[src/rtl/ss_pkg.sv]
// Shared types and constants for the binary-to-BCD converter and the seven-segment display path.
package ss_pkg;

  localparam int BCD_DIGITS = 4;
  localparam int unsigned BCD_MAX = 9999;

  typedef logic [3:0]  bcd_digit_t;
  typedef logic [15:0] bcd_word_t;

  typedef enum logic [1:0] {
    IDLE,
    CONVERT,
    DONE
  } b2b_state_t;

  function automatic int unsigned pow10(input int n);
    int unsigned r;
    r = 1;
    for (int i = 0; i < n; i++) begin
      r = r * 10;
    end
    return r;
  endfunction

endpackage

[src/rtl/bin_to_bcd_if.sv]
// Start/busy/done handshake bundle between the sensor datapath and the BCD converter.
interface bin_to_bcd_if #(
  parameter int BIN_WIDTH = 14,
  parameter int DIGITS    = 4
);

  logic                  start;
  logic [BIN_WIDTH-1:0]  bin_in;
  logic                  busy;
  logic                  done;
  logic                  overflow;
  logic [4*DIGITS-1:0]   bcd_register;

  modport master (
    output start, bin_in,
    input  busy, done, overflow, bcd_register
  );

  modport slave (
    input  start, bin_in,
    output busy, done, overflow, bcd_register
  );

endinterface

[src/rtl/bcd_add3.sv]
// Double-dabble digit corrector: adds 3 to a BCD digit of 5 or more before the shift.
module bcd_add3
  import ss_pkg::*;
(
  input  bcd_digit_t digit_in,
  output bcd_digit_t digit_out
);

  assign digit_out = (digit_in >= 4'd5) ? digit_in + 4'd3 : digit_in;

endmodule

[src/rtl/bin_to_bcd.sv]
// Sequential shift-and-add-3 binary-to-BCD converter, one input bit per clock,
// with a saturated result held stable for the display multiplexer.
module bin_to_bcd
  import ss_pkg::*;
#(
  parameter int BIN_WIDTH = 14,
  parameter int DIGITS    = BCD_DIGITS
) (
  input logic         clk,
  input logic         rst,
  bin_to_bcd_if.slave bus
);

  localparam int CNT_W = $clog2(BIN_WIDTH);
  localparam int BCD_W = 4 * DIGITS;
  localparam int unsigned MAX_VAL = pow10(DIGITS) - 1;
  localparam logic [CNT_W-1:0] LAST_BIT = CNT_W'(BIN_WIDTH - 1);
  localparam logic [BCD_W-1:0] SATURATED = {DIGITS{4'h9}};

  b2b_state_t           state;
  logic [CNT_W-1:0]     cnt;
  logic [BIN_WIDTH-1:0] shift;
  logic [BCD_W-1:0]     scratch;
  logic [BCD_W-1:0]     adj;
  logic                 ovf_pend;
  logic                 done_q;
  logic                 overflow_q;
  logic [BCD_W-1:0]     bcd_q;

  for (genvar i = 0; i < DIGITS; i++) begin : g_add3
    bcd_add3 u_add3 (
      .digit_in  (scratch[4*i +: 4]),
      .digit_out (adj[4*i +: 4])
    );
  end

  // Overflow is decided on the raw input at accept time; bits lost off the top digit are ignored.
  always_ff @(posedge clk) begin
    if (rst) begin
      state      <= IDLE;
      cnt        <= '0;
      shift      <= '0;
      scratch    <= '0;
      ovf_pend   <= 1'b0;
      done_q     <= 1'b0;
      overflow_q <= 1'b0;
      bcd_q      <= '0;
    end else begin
      done_q <= 1'b0;
      case (state)
        IDLE: begin
          if (bus.start) begin
            shift    <= bus.bin_in;
            scratch  <= '0;
            cnt      <= '0;
            ovf_pend <= (32'(bus.bin_in) > MAX_VAL);
            state    <= CONVERT;
          end
        end
        CONVERT: begin
          scratch <= {adj[BCD_W-2:0], shift[BIN_WIDTH-1]};
          shift   <= {shift[BIN_WIDTH-2:0], 1'b0};
          cnt     <= cnt + 1'b1;
          if (cnt == LAST_BIT) begin
            state <= DONE;
          end
        end
        DONE: begin
          bcd_q      <= ovf_pend ? SATURATED : scratch;
          overflow_q <= ovf_pend;
          done_q     <= 1'b1;
          state      <= IDLE;
        end
        default: state <= IDLE;
      endcase
    end
  end

  assign bus.busy         = (state != IDLE);
  assign bus.done         = done_q;
  assign bus.overflow     = overflow_q;
  assign bus.bcd_register = bcd_q;

endmodule

[src/flat_wrapper.sv]
// flat-port wrapper written by rule: the top's interface ports become plain ports
module bin_to_bcd_flat import ss_pkg::*;
#(
  parameter int BIN_WIDTH = 14,
  parameter int DIGITS    = BCD_DIGITS
)
  (clk, rst, bus_start, bus_bin_in, bus_busy, bus_done, bus_overflow, bus_bcd_register);
  bin_to_bcd_if #(.BIN_WIDTH(BIN_WIDTH), .DIGITS(DIGITS)) bus_i ();
  input logic clk;
  input logic rst;
  input wire logic [$bits(bus_i.start)-1:0] bus_start;
  input wire logic [$bits(bus_i.bin_in)-1:0] bus_bin_in;
  output wire logic [$bits(bus_i.busy)-1:0] bus_busy;
  output wire logic [$bits(bus_i.done)-1:0] bus_done;
  output wire logic [$bits(bus_i.overflow)-1:0] bus_overflow;
  output wire logic [$bits(bus_i.bcd_register)-1:0] bus_bcd_register;
  assign bus_i.start = bus_start;
  assign bus_i.bin_in = bus_bin_in;
  assign bus_busy = bus_i.busy;
  assign bus_done = bus_i.done;
  assign bus_overflow = bus_i.overflow;
  assign bus_bcd_register = bus_i.bcd_register;
  bin_to_bcd #(.BIN_WIDTH(BIN_WIDTH), .DIGITS(DIGITS)) u_core (.clk(clk), .rst(rst), .bus(bus_i));
endmodule
[config.mk]
export PLATFORM = sky130hd
export DESIGN_NAME = bin_to_bcd_flat
export DESIGN_NICKNAME = d
export VERILOG_FILES = /design/src/rtl/ss_pkg.sv /design/src/rtl/bin_to_bcd_if.sv /design/src/rtl/bcd_add3.sv /design/src/rtl/bin_to_bcd.sv /design/src/flat_wrapper.sv
export SDC_FILE = /design/constraint.sdc
export NUM_CORES = 1
export LEC_CHECK = 0
export ABC_AREA = 1
export BUFFER_PORTS_ARGS = -buffer_cell sky130_fd_sc_hd__buf_4
export CORE_MARGIN = 1.5
export CORE_UTILIZATION = 55
export DETAILED_ROUTE_END_ITERATION = 7
export MAX_ROUTING_LAYER = met4
export PLACE_DENSITY = 0.81
export RECOVER_POWER = 100
export SYNTH_ARGS = -nofsm -noshare
export SYNTH_HDL_FRONTEND = slang
export SYNTH_SLANG_ARGS = --single-unit
[constraint.sdc]
create_clock -name clk -period 1.75 [get_ports clk]
set_clock_uncertainty 0.2 [all_clocks]
set_input_delay 0.4375 -clock clk [delete_from_list [all_inputs] [get_ports clk]]
set_output_delay 0.4375 -clock clk [all_outputs]
set_load 0.02 [all_outputs]
Yosys cells after proc, flatten, opt, wreduce, memory -nomap -nowiden --
Cells that the tools add are included.
Cells by class: $add $sub $neg 5, order comparisons 5, equality and inequality tests 5, mux-type cells 15, reductions and logical operators 6
Operator list (count):
- $mux 16 | 2
- $pmux 16 s2 | 1
- $pmux 14 s2 | 1
- $ge 4x3->1 const B | 4
- $mux 4 | 4
- $gt 14x14->1 const B | 1
- $mux 14 | 1
- $add 4x2->4 const B | 3
- $pmux 4 s2 | 1
- $reduce_and 2->1 | 3
- $add 4x1->4 const B | 1
- $eq 4x4->1 const B | 1
- $mux 2 | 2
- $pmux 2 s2 | 1
- $reduce_bool 2->1 | 2
- $add 3x2->3 const B | 1
- $mux 3 | 1
- $eq 2x1->1 const B | 1
- $eq 2x2->1 const B | 1
- $logic_not 2->1 | 1
- $ne 2x1->1 const B | 1
- $ne 2x2->1 const B | 1
- $mux 1 | 1
Word-level totals: register bits after elaboration 55, input bits 17, output and inout bits 19, logic and storage cells 44

Depth between registers and ports, before layout --
depth in word-level cells 3, depth in mapped cells 9

By module --
Synthesis repeated with hierarchy kept, for this count alone.
Second synthesis, totals: cell total of the unflattened synthesis 365, area total of the unflattened synthesis 2705.1 um^2
Modules (own cells, without submodules):
- bin_to_bcd | times used 1, cells an instance 273, area an instance 2164.6 um^2, sequential area each 1101.1 um^2
- bcd_add3 | times used 4, cells an instance 23, area an instance 135.1 um^2, sequential area each 0.0 um^2

Least setup slack after synthesis --
Ideal clock, no wire load.
kind input port to flip-flop, start point input rst, end point register u_core.shift[12], library setup time 0.070 ns, arrival 1.121 ns, setup slack 0.360 ns, stages on the path 5, buffers on the path 2, path through clkbuf_1 inv_1 clkbuf_1 o211ai_1 a21oi_1
RTL lines:
- start: declaration | RTL line flat_wrapper.sv:10 | input logic rst;
- end signal: assignment | RTL line bin_to_bcd.sv:53 | shift <= bus.bin_in;
- end signal: assignment | RTL line bin_to_bcd.sv:62 | shift <= {shift[BIN_WIDTH-2:0], 1'b0};
- end: declaration | RTL line bin_to_bcd.sv:22 | logic [BIN_WIDTH-1:0] shift;

Final worst setup path --
start point register u_core.state[1], end point output bus_busy
Between the ends: longest elaborated chain between the ends 1
RTL lines:
- start: declaration | RTL line bin_to_bcd.sv:20 | b2b_state_t state;
- start signal: assignment | RTL line bin_to_bcd.sv:40 | state <= IDLE;
- start signal: assignment | RTL line bin_to_bcd.sv:57 | state <= CONVERT;
- start signal: assignment | RTL line bin_to_bcd.sv:65 | state <= DONE;
- $reduce_bool 2->1 | RTL line bin_to_bcd.sv:79 | assign bus.busy = (state != IDLE);
- end: declaration | RTL line flat_wrapper.sv:13 | output wire logic [$bits(bus_i.busy)-1:0] bus_busy;
Every way passes these cells.

==> results.toml <==
[run_status]
status = "complete, no violations"

[synth]
netlist_top_cells_area = "dfxtp_1 44%, nand2_1 17%, a21oi_1 7.2%"
ys_types = 19
ys_ff_latch = 55
seq_area_frac_synth = 0.443
ys_top_cells_by_count = "114 x nand2_1, 55 x dfxtp_1, 36 x a21oi_1"
avgSynthCellArea_sq_um = 7.13
synth_cells = 349
syn_area_sq_um = 2490
synthArstFlopShare = 0
synth-edff-count = 0
yosys_warnings = 0
synthFlopType = "dfxtp_1"
yosys.cell_count.top_type = "nand2_1"
syn-num-nets = 376
synth_top_cell_area_share = 0.443
synth_top_cell_by_area = "dfxtp_1"

[power]
peakVddDrop_mv = 0.550
powerDensity_nw_per_um2 = 762
seqPwrFrac = 0.605
internal_power_mw = 1.63
combPwrFrac = 0.086
power_leakage_nw = 1.13
swShare = 0.238
pwr-share-clk = 0.309
net-switching-power_mw = 0.511

[worst_setup_path]
crit_path_end_kind = "output port"
cpMaxStageDelayCell = "dfxtp_1"
reg2reg_to = "u_core.scratch[4]"
crit_chain = "inv_1 -> nand2_1 -> buf_4"
ff2ff_path_depth = 9
r2r_start = "u_core.scratch[1]"
arrival_ns = 0.95
r2r_slack_ns = 0.19
critPathLaunchType = "register"
slowest_delay_ns = 0.33
worstSetupPathType = "register to output port"
crit_required_ns = 1.11
cp_max_fo = 4

[routing]
detail_route.wl_per_cell_microns = 12.4
firstDrtPassIters = 5
via_per_inst = 5.32
vias = 2321
wirelength_microns = 5410
ant_nets = 0
route.detailed.drc = 0
drt-initial-drc-count = 129

[sta]
max_freq_mhz = 628
fin_crit_sh = 0.910
finalMaxSlewViolations = 0
hold_ws_ns = 0.192
rsz0062_at_grt = "false"
min_period_ns = 1.59
timing.slew.headroom = 0.653
hold_violations = 0
worst_slew_pin_slew_ns = 0.520
setup-tns-final_ns = 0
setup_viol = 0

[finish]
nets = 410
nFillCells = 420
regArea_sq_um = 1100
design_area_sq_um = 2820
drive_gt1_frac = 0.0833
syn2layout_area_growth_pct = 13.2
antennaDiodeCount = 0
multi_input_area_sq_um = 1190

[hold_path]
hp-start = "bus_bin_in[0]"
hold_class = "primary input to register"
min_to = "u_core.shift[0]"
hold_depth = 3

[global_routing]
antenna_found_initial = 0
grt_use_total = 0.245
grt_pass1_wl_microns = 9530
grt_overflow_total = 0
grt_pass1_vias = 2256
grt_start_max_net_pins = 44

[clocking]
cts_max_path_buffers = 2
path_clk_slew_ns = 0.08
ctsHoldBuffers = 0
clock_latency_ns = 0.31
clockRootBuffer = "clkbuf_8"
cts_tree = "done"
numClockSinks = 55
htree_num_levels = 2
cts_made_buffers = 5

[floorplanning]
core_sq_um = 4350
io_pins = 36
die-area_sq_um = 4940
initial_core_util = 0.571
fp.dieW_microns = 70.3
num_rows = 24
die_h_microns = 70.3

[placement]
placed_area_sq_um = 2820
portBuffers = 35
place_congestion = 0.808
dp_hpwl_microns = 3700

[run]
max_cap_viol_count = 0
registers in the layout, summed over array words and instances, names as in the netlist:
name	cells
u_core.scratch	16
u_core.bus.done	1
u_core.state	2
u_core.bus.bcd_register	16
u_core.ovf_pend	1
u_core.bus.overflow	1
u_core.shift	14
u_core.cnt	4
power groups by stage:
stage	sequential (mW)	combinational [mW]	clock (mW)
after floorplan	1.32	0.114	0
after global placement	1.33	0.186	0
after detailed placement	1.33	0.189	0
after CTS	1.30	0.189	0.691
after global routing	1.30	0.207	0.731
final	1.30	0.184	0.663
metrics by stage:
stage / power (mW) / utilization / std cells / setup slack, ns
floorplan: 1.44 / - / 349 / 0.360
global placement: 1.51 / 0.649 / 428 / 0.251
detailed placement: 1.52 / 0.649 / 428 / 0.207
CTS: 2.18 / 0.667 / 436 / 0.0548
global route: 2.24 / 0.647 / 436 / 0.0153
finish: 2.15 / 0.647 / 436 / 0.158
worst max-delay path by stage:
stage | from | slack [ns] | endpoint
global placement | u_core.scratch[0] | 0.25 | u_core.scratch[4]
global route | u_core.scratch[1] | 0.02 | u_core.scratch[4]
floorplan | rst | 0.36 | u_core.shift[12]
CTS | u_core.state[0] | 0.05 | bus_busy
detailed placement | u_core.scratch[0] | 0.21 | u_core.scratch[4]
finish | u_core.state[1] | 0.16 | bus_busy
cells in the final DEF (no fill, tap or decap), types with 5 or more instances in the layout:
| master | count |
|---|---|
| o21ai_0 | 15 |
| clkbuf_1 | 22 |
| nand4_1 | 8 |
| nor2_1 | 25 |
| a21oi_1 | 36 |
| clkbuf_8 | 5 |
| nand2_1 | 114 |
| a31oi_1 | 11 |
| nand3_1 | 20 |
| buf_4 | 19 |
| o211ai_1 | 6 |
| dfxtp_1 | 53 |
| ha_1 | 10 |
| inv_1 | 30 |
critical path: cells and delay by family, from the launching register on:
kind / cells / cell delay (ns)
buffers and inverters: 2 / 0.25
flip-flops: 1 / 0.33
AND/OR/NAND/NOR: 1 / 0.06
area by class of cell:
type	count	share of cell area
inverter	31	0.0413
multi-input combinational	248	0.422
clock inverter	1	0.00178
clock buffer	7	0.0271
sequential	55	0.392
timing repair buffer	42	0.0933
tap	52	0.0231
routing by layer:
| layer | GRT usage | part of all wire | vias up |
|---|---|---|---|
| met5 | - | 0 | - |
| met4 | 0.100 | 0.019 | 0 |
| met3 | 0.0505 | 0.046 | 7 |
| met2 | 0.423 | 0.48 | 56 |
| met1 | 0.276 | 0.45 | 1052 |
| li1 | - | - | 1206 |
cells by family after synthesis:
logic type / count (synthesis) / share of synthesized area
compound gates: 68 / 0.148
fa+ha+maj: 10 / 0.0503
buf+inv: 46 / 0.0760
flops: 55 / 0.443
simple gates: 170 / 0.283
repair_timing:
item	in CTS	in global routing
setup buffers	0	0
gates resized for setup	0	2
endpoints found under the setup margin	0	2
(Power assumes the default switching activity.)
